--- config.mk ---
export PLATFORM = sky130hd
export DESIGN_NAME = multicycle_control_flat
export DESIGN_NICKNAME = d
export VERILOG_FILES = /design/src/rtl/multicycle_control_if.sv /design/src/rtl/multicycle_control.sv /design/src/flat_wrapper.sv
export SDC_FILE = /design/constraint.sdc
export NUM_CORES = 1
export LEC_CHECK = 0
export CAP_MARGIN = 20
export CORE_AREA = 2 2 46 48
export DETAILED_ROUTE_END_ITERATION = 10
export DIE_AREA = 0 0 48 50
export GPL_TIMING_DRIVEN = 0
export RECOVER_POWER = 25
export SLEW_MARGIN = 25
export SYNTH_ARGS = -nofsm -noshare
export SYNTH_HDL_FRONTEND = slang
export SYNTH_SLANG_ARGS = --single-unit
--- constraint.sdc ---
create_clock -name clk -period 1.6 [get_ports clk]
set_clock_uncertainty 0.05 [all_clocks]
set_input_delay 0.16 -clock clk [delete_from_list [all_inputs] [get_ports clk]]
set_output_delay 0.16 -clock clk [all_outputs]
set_load 0.01 [all_outputs]
--- src/rtl/multicycle_control_if.sv ---
// Control bundle between the multicycle control FSM and the datapath.
// master = control unit (drives enables/selects), slave = datapath side.
interface multicycle_control_if;
  logic [5:0] opcode;
  logic       PCWrite;
  logic       PCWriteCond;
  logic       IorD;
  logic       MemRead;
  logic       MemWrite;
  logic       IRWrite;
  logic       MemtoReg;
  logic [1:0] PCSource;
  logic [1:0] ALUOp;
  logic       ALUsrcA;
  logic [1:0] ALUsrcB;
  logic       RegWrite;
  logic       RegDst;
  logic       illegal_op;
  logic [3:0] state;

  modport master (
    input  opcode,
    output PCWrite, PCWriteCond, IorD, MemRead, MemWrite, IRWrite, MemtoReg,
           PCSource, ALUOp, ALUsrcA, ALUsrcB, RegWrite, RegDst, illegal_op, state
  );

  modport slave (
    output opcode,
    input  PCWrite, PCWriteCond, IorD, MemRead, MemWrite, IRWrite, MemtoReg,
           PCSource, ALUOp, ALUsrcA, ALUsrcB, RegWrite, RegDst, illegal_op, state
  );
endinterface

--- src/rtl/multicycle_control.sv ---
// Moore control FSM for the multicycle datapath: fetch, decode, execute,
// memory and write-back steps, driven only by the instruction opcode.
module multicycle_control (
  input  logic                   clk,
  input  logic                   reset,
  multicycle_control_if.master   bus
);

  typedef enum logic [3:0] {
    FETCH   = 4'd0,
    DECODE  = 4'd1,
    MEMADR  = 4'd2,
    MEMRD   = 4'd3,
    MEMWB   = 4'd4,
    MEMWR   = 4'd5,
    EXECUTE = 4'd6,
    ALUWB   = 4'd7,
    BRANCH  = 4'd8,
    ADDIEX  = 4'd9,
    ADDIWB  = 4'd10,
    JUMP    = 4'd11
  } state_t;

  localparam logic [5:0] OP_RTYPE = 6'b000000;
  localparam logic [5:0] OP_LW    = 6'b100011;
  localparam logic [5:0] OP_SW    = 6'b101011;
  localparam logic [5:0] OP_BEQ   = 6'b000100;
  localparam logic [5:0] OP_J     = 6'b000010;
  localparam logic [5:0] OP_ADDI  = 6'b001000;

  state_t state_r;
  state_t state_next_s;

  function automatic logic op_supported(input logic [5:0] op);
    case (op)
      OP_RTYPE, OP_LW, OP_SW, OP_BEQ, OP_J, OP_ADDI: op_supported = 1'b1;
      default:                                      op_supported = 1'b0;
    endcase
  endfunction

  // State register; reset abandons any in-flight instruction
  always_ff @(posedge clk) begin
    if (reset) begin
      state_r <= FETCH;
    end else begin
      state_r <= state_next_s;
    end
  end

  // Next-state decode; unused encodings fall back to FETCH
  always_comb begin
    state_next_s = FETCH;
    case (state_r)
      FETCH:   state_next_s = DECODE;
      DECODE: begin
        case (bus.opcode)
          OP_LW, OP_SW: state_next_s = MEMADR;
          OP_RTYPE:     state_next_s = EXECUTE;
          OP_BEQ:       state_next_s = BRANCH;
          OP_J:         state_next_s = JUMP;
          OP_ADDI:      state_next_s = ADDIEX;
          default:      state_next_s = FETCH;
        endcase
      end
      MEMADR: begin
        if (bus.opcode == OP_SW) begin
          state_next_s = MEMWR;
        end else begin
          state_next_s = MEMRD;
        end
      end
      MEMRD:   state_next_s = MEMWB;
      EXECUTE: state_next_s = ALUWB;
      ADDIEX:  state_next_s = ADDIWB;
      default: state_next_s = FETCH;
    endcase
  end

  // Moore outputs per state; illegal_op is the only opcode-dependent output
  always_comb begin
    bus.PCWrite     = 1'b0;
    bus.PCWriteCond = 1'b0;
    bus.IorD        = 1'b0;
    bus.MemRead     = 1'b0;
    bus.MemWrite    = 1'b0;
    bus.IRWrite     = 1'b0;
    bus.MemtoReg    = 1'b0;
    bus.PCSource    = 2'b00;
    bus.ALUOp       = 2'b00;
    bus.ALUsrcA     = 1'b0;
    bus.ALUsrcB     = 2'b00;
    bus.RegWrite    = 1'b0;
    bus.RegDst      = 1'b0;
    bus.state       = state_r;
    bus.illegal_op  = (state_r == DECODE) && !op_supported(bus.opcode);
    case (state_r)
      FETCH: begin
        bus.MemRead = 1'b1;
        bus.IRWrite = 1'b1;
        bus.PCWrite = 1'b1;
        bus.ALUsrcB = 2'b01;
      end
      DECODE:  bus.ALUsrcB = 2'b11;
      MEMADR: begin
        bus.ALUsrcA = 1'b1;
        bus.ALUsrcB = 2'b10;
      end
      MEMRD: begin
        bus.MemRead = 1'b1;
        bus.IorD    = 1'b1;
      end
      MEMWB: begin
        bus.RegWrite = 1'b1;
        bus.MemtoReg = 1'b1;
      end
      MEMWR: begin
        bus.MemWrite = 1'b1;
        bus.IorD     = 1'b1;
      end
      EXECUTE: begin
        bus.ALUsrcA = 1'b1;
        bus.ALUOp   = 2'b10;
      end
      ALUWB: begin
        bus.RegWrite = 1'b1;
        bus.RegDst   = 1'b1;
      end
      BRANCH: begin
        bus.ALUsrcA     = 1'b1;
        bus.ALUOp       = 2'b01;
        bus.PCWriteCond = 1'b1;
        bus.PCSource    = 2'b01;
      end
      ADDIEX: begin
        bus.ALUsrcA = 1'b1;
        bus.ALUsrcB = 2'b10;
      end
      ADDIWB:  bus.RegWrite = 1'b1;
      JUMP: begin
        bus.PCWrite  = 1'b1;
        bus.PCSource = 2'b10;
      end
      default: bus.state = state_r;
    endcase
  end

endmodule

--- src/flat_wrapper.sv ---
// flat-port wrapper written by rule: the top's interface ports become plain ports
module multicycle_control_flat 
  (clk, reset, bus_opcode, bus_PCWrite, bus_PCWriteCond, bus_IorD, bus_MemRead, bus_MemWrite, bus_IRWrite, bus_MemtoReg, bus_PCSource, bus_ALUOp, bus_ALUsrcA, bus_ALUsrcB, bus_RegWrite, bus_RegDst, bus_illegal_op, bus_state);
  multicycle_control_if bus_i ();
  input  logic clk;
  input  logic reset;
  input wire logic [$bits(bus_i.opcode)-1:0] bus_opcode;
  output wire logic [$bits(bus_i.PCWrite)-1:0] bus_PCWrite;
  output wire logic [$bits(bus_i.PCWriteCond)-1:0] bus_PCWriteCond;
  output wire logic [$bits(bus_i.IorD)-1:0] bus_IorD;
  output wire logic [$bits(bus_i.MemRead)-1:0] bus_MemRead;
  output wire logic [$bits(bus_i.MemWrite)-1:0] bus_MemWrite;
  output wire logic [$bits(bus_i.IRWrite)-1:0] bus_IRWrite;
  output wire logic [$bits(bus_i.MemtoReg)-1:0] bus_MemtoReg;
  output wire logic [$bits(bus_i.PCSource)-1:0] bus_PCSource;
  output wire logic [$bits(bus_i.ALUOp)-1:0] bus_ALUOp;
  output wire logic [$bits(bus_i.ALUsrcA)-1:0] bus_ALUsrcA;
  output wire logic [$bits(bus_i.ALUsrcB)-1:0] bus_ALUsrcB;
  output wire logic [$bits(bus_i.RegWrite)-1:0] bus_RegWrite;
  output wire logic [$bits(bus_i.RegDst)-1:0] bus_RegDst;
  output wire logic [$bits(bus_i.illegal_op)-1:0] bus_illegal_op;
  output wire logic [$bits(bus_i.state)-1:0] bus_state;
  assign bus_i.opcode = bus_opcode;
  assign bus_PCWrite = bus_i.PCWrite;
  assign bus_PCWriteCond = bus_i.PCWriteCond;
  assign bus_IorD = bus_i.IorD;
  assign bus_MemRead = bus_i.MemRead;
  assign bus_MemWrite = bus_i.MemWrite;
  assign bus_IRWrite = bus_i.IRWrite;
  assign bus_MemtoReg = bus_i.MemtoReg;
  assign bus_PCSource = bus_i.PCSource;
  assign bus_ALUOp = bus_i.ALUOp;
  assign bus_ALUsrcA = bus_i.ALUsrcA;
  assign bus_ALUsrcB = bus_i.ALUsrcB;
  assign bus_RegWrite = bus_i.RegWrite;
  assign bus_RegDst = bus_i.RegDst;
  assign bus_illegal_op = bus_i.illegal_op;
  assign bus_state = bus_i.state;
  multicycle_control u_core (.clk(clk), .reset(reset), .bus(bus_i));
endmodule
Word level (Yosys, flattened, before mapping)
Cells that the tools add are included.
- register bits: 4
- input bits: 8
- output and inout port bits: 21
- logic and storage cells: 46
- equal/unequal tests: 16
- muxes and demuxes: 17
- reductions and logical operators: 12
- operators with widths (kind ; count):
    $pmux 4 s6 ; 1
    $pmux 4 s5 ; 1
    $eq 4x3->1 const B ; 4
    $eq 4x4->1 const B ; 4
    $eq 6x6->1 const B ; 2
    $mux 1 ; 11
    $reduce_or 2->1 ; 5
    $eq 4x2->1 const B ; 2
    $pmux 2 s2 ; 2
    $eq 6x2->1 const B ; 1
    $eq 6x3->1 const B ; 1
    $eq 6x4->1 const B ; 1
    $logic_not 6->1 ; 1
    $pmux 2 s3 ; 1
    $reduce_or 6->1 ; 1
    $eq 4x1->1 const B ; 1
    $logic_not 4->1 ; 1
    $reduce_or 4->1 ; 1
    $mux 3 ; 1
    $reduce_or 3->1 ; 1
    $logic_and 1x1->1 ; 1
    $logic_not 1->1 ; 1

Logic depth before layout (Yosys ltp)
- depth after elaboration: 5
- mapped depth: 5
- gate-level depth less buffers: 4

Worst setup path before layout
No wires, ideal clock.
- path type: register -> output
- start: reg u_core.state_r[2], in the netlist u_core.bus.state[2]
- end: out bus_RegWrite
- data arrival time: 1426 ps
- required time: 1390 ps
- path slack: -36 ps
- cell stages (with the launch flop): 5
- path buffers: 1
- path through: dfxtp_1 buf_1 nand2b_1 nor3_1 a21o_1
- word-level cells in the longest chain between the ends: 3
- elaborated cells on any way between the ends: 5
- those cells by class: 3 x eq/ne; 1 x mux; 1 x reduce/logical
- RTL lines (element ; line ; text):
    start: declaration ; multicycle_control.sv:31 ; state_t state_r;
    start signal: assignment ; multicycle_control.sv:46 ; state_r <= state_next_s;
    $eq 4x3->1 / $eq 4x4->1 (equally long branches) ; multicycle_control.sv:96 ; case (state_r)
    $reduce_or 3->1 (no source line) * ; -- ;
    $mux 1 * ; multicycle_control.sv:96 ;
    end: declaration ; flat_wrapper.sv:19 ; output wire logic [$bits(bus_i.RegWrite)-1:0] bus_RegWrite;
Mark *: on every way between the ends. The rest lies on a longest branch, timed or not.

Final worst setup path
- start: in bus_opcode[5]
- end: reg u_core.state_r[2], in the netlist u_core.bus.state[2]
- word-level cells in the longest chain between the ends: 4
- elaborated cells on any way between the ends: 10
- those cells by class: 5 x eq/ne; 3 x mux; 2 x reduce/logical
- RTL lines (element ; line ; text):
    start: declaration ; flat_wrapper.sv:7 ; input wire logic [$bits(bus_i.opcode)-1:0] bus_opcode;
    $eq 6x6->1 (on tied branches) ; multicycle_control.sv:56, multicycle_control.sv:66 ;
    $reduce_or 2->1 ; multicycle_control.sv:56 ; case (bus.opcode)
    $pmux 4 s5 ; multicycle_control.sv:56 ;
    $pmux 4 s6 * ; multicycle_control.sv:53 ; case (state_r)
Marks and branches as above.
A chain may end at the register's enable or synchronous reset.

==> run metrics <==
TritonCTS buffer count=3; setup TNS=0 ps; # port buffers=28; final hold vios=0; via count=615; RD Place Congestion=roughly 0.75; dpl cells=122; Yosys top cell area share=0.173; pin count of the biggest net entering global routing=11; GRT overflow=0; max-slew violations=0; min Tclk post-route=between 1500 and 2000 ps; YS warnings=0; root buffer cell=clkbuf_4; startpoint types=input pin; HP Class=input pin to flop; first-pass GRT wire length=approximately 2.4 mm; row cnt=16; Initial Utilization=0.243; fraction of layout cells with a size suffix above 1=0.394; CP endpoint kind=flop; RSZ-0062 raised after global routing=true; CTS tree=yes; asr flop ratio synth=0; CP cell instances=dlygate4sd2_1 > or4_4 > or4_4 > a31oi_4; critical path buffer and inverter count=1; Pre-antenna DRT Iters=5; WHS=303 ps; Final Cell Area=891 um^2; Fmax=around 0.64 GHz; Die W=~48 um; routed vias/inst=about 5; Post-synth EDFFs=0; Final HPWL DP=1.07 mm; CTS clock-pin slew for the worst setup and hold paths=roughly 30 ps; most common flop cell mapped by yosys=dfxtp_1; Area Growth Syn to Fin=93.0%; Finish-stage setup viols=0; commonest cells in the netlist=9 x nor2_1, 6 x nor3_1, 5 x nand2b_1, 4 x a21oi_1, 4 x dfxtp_1; Mean Syn Cell Area=6.89 um^2; synthesized flop and latch total=4; Die ar.=approximately 2400 um^2; H-tree level count=1; Worst Path Class, Setup=input pin to flop; Max Cap Viol=0; VDD IR max=between 200 and 250 uV; CTS Buffer Depth=2; Post-Route WL=~1.5 mm; Top delay family on crit path=simple AND/OR/NAND/NOR gates; final std cells w/o fill=about 130; Synth area leaders=dfxtp_1 17%, nor2_1 7.3%, nand2b_1 6.8%, nor3_1 6.5%, a21o_1 4.9%; die height=~50 um; core footprint=about 1900 um^2; Slew @ Worst Pin=331 ps; sequential area share after synthesis=0.173; cell count after synthesis=67; # diodes=0; max incr delay on CP=530 ps; WL/cell=between 10 and 15 um; cell repeated most along the worst path=or4_4; outcome=finished clean; Critical Path RT=around 1700 ps; initial antenna violation count=0; initial DRC count=6; # nets final=109; max reg flops=4; Max Fanout on Critical Path=4; IO Pins=29; Distinct cells, synth=31; GRT Util Overall=0.137; Worst EP arrival=1660 ps; CTS Sinks=4; most frequent cell after synthesis=nor2_1; r2r setup slk=150 ps; synthesized area=between 400 and 500 um^2; number of routed nets with antenna violations=0; Synth Net Count=75; dominant cell type by area after synthesis=dfxtp_1; relative slew slack=0.779; leakage=roughly 0.39 nW; period utilization=0.974; Power per Cell Area=around 400 nW/um^2; drc violations=0; number of global-route vias before repair=between 500 and 600; Clock Latency Late Sink=230 ps; Post-DP Area=between 700 and 800 um^2; slowest CP cell=or4_4; final core occ=0.468
## per-layer routing
layer	track usage	vias up	part of all wire
met5	0	-	0
met1	0.152	272	0.40
met4	0.0541	0	0.0087
li1	-	313	-
met2	0.247	28	0.53
met3	0.0147	2	0.057
## worst reg2reg max path: stages (launching register included)
cell     delay, ps
dfxtp_4        370
nor2b_1        200
nand2_1        110
or4_4          450
a31oi_4        190
## timing repair
item	in CTS	in global routing
buffers inserted	1	0
hold buffers	0	0
pin swaps	2	6
resized for setup	66	20
endpoints found under the setup margin	20	10
## path summary, 6_finish.rpt
check / startpoint / endpoint / depth (start not counted)
min: bus_opcode[4] / u_core.bus.state[0]$_SDFF_PP0_ / 4
max reg2reg: u_core.bus.state[0]$_SDFF_PP0_ / u_core.bus.state[2]$_SDFF_PP0_ / 4
max: bus_opcode[5] / u_core.bus.state[2]$_SDFF_PP0_ / 4
min reg2reg: u_core.bus.state[0]$_SDFF_PP0_ / u_core.bus.state[3]$_SDFF_PP0_ / 2
## placed cells by master, fill, tap and decap left out, types with 3 or more instances in the layout
cell	count
dlygate4sd2_1	9
nor2_1	8
buf_2	5
clkbuf_2	5
a21oi_1	4
clkdlybuf4s50_1	4
nor3_1	3
nand2b_4	3
nand2_1	3
a21o_1	3
nand3_1	3
buf_4	3
clkbuf_4	3
dfxtp_4	3
## power by group
part	switching [mW]	leakage (nW)	internal, mW	total [mW]
clock network	0.0375	0.0138	0.0836	0.121
registers	0.00640	0.0352	0.101	0.107
logic	0.0619	0.346	0.0676	0.129
total	0.106	0.395	0.252	0.358
## area by class of cell
type / count / area [um^2]
plain buffers: 6 / 80.1
repair buffers: 29 / 231
flip-flops and latches: 4 / 92.6
fillers: 191 / 1010
clock buffers: 3 / 22.5
well taps: 27 / 33.8
multi-input cells: 57 / 430
## per-stage QoR
| stage | setup WS [ps] | total power, mW |
|---|---|---|
| final | 41.8 | 0.358 |
| after global placement | -432 | 0.230 |
| after detailed placement | -438 | 0.230 |
| after floorplan | 76.4 | 0.164 |
| after CTS | 1.90 | 0.366 |
| after global routing | -7.10 | 0.379 |
## cell families after synthesis
kind of cell	synth area share
AO/OA/AOI/OAI	0.211
XOR/XNOR	0.0759
buffers and inverters	0.0650
flip-flops	0.173
multiplexers	0.0217
AND/OR/NAND/NOR	0.453
Note: power is estimated with default switching activity, not from simulation.
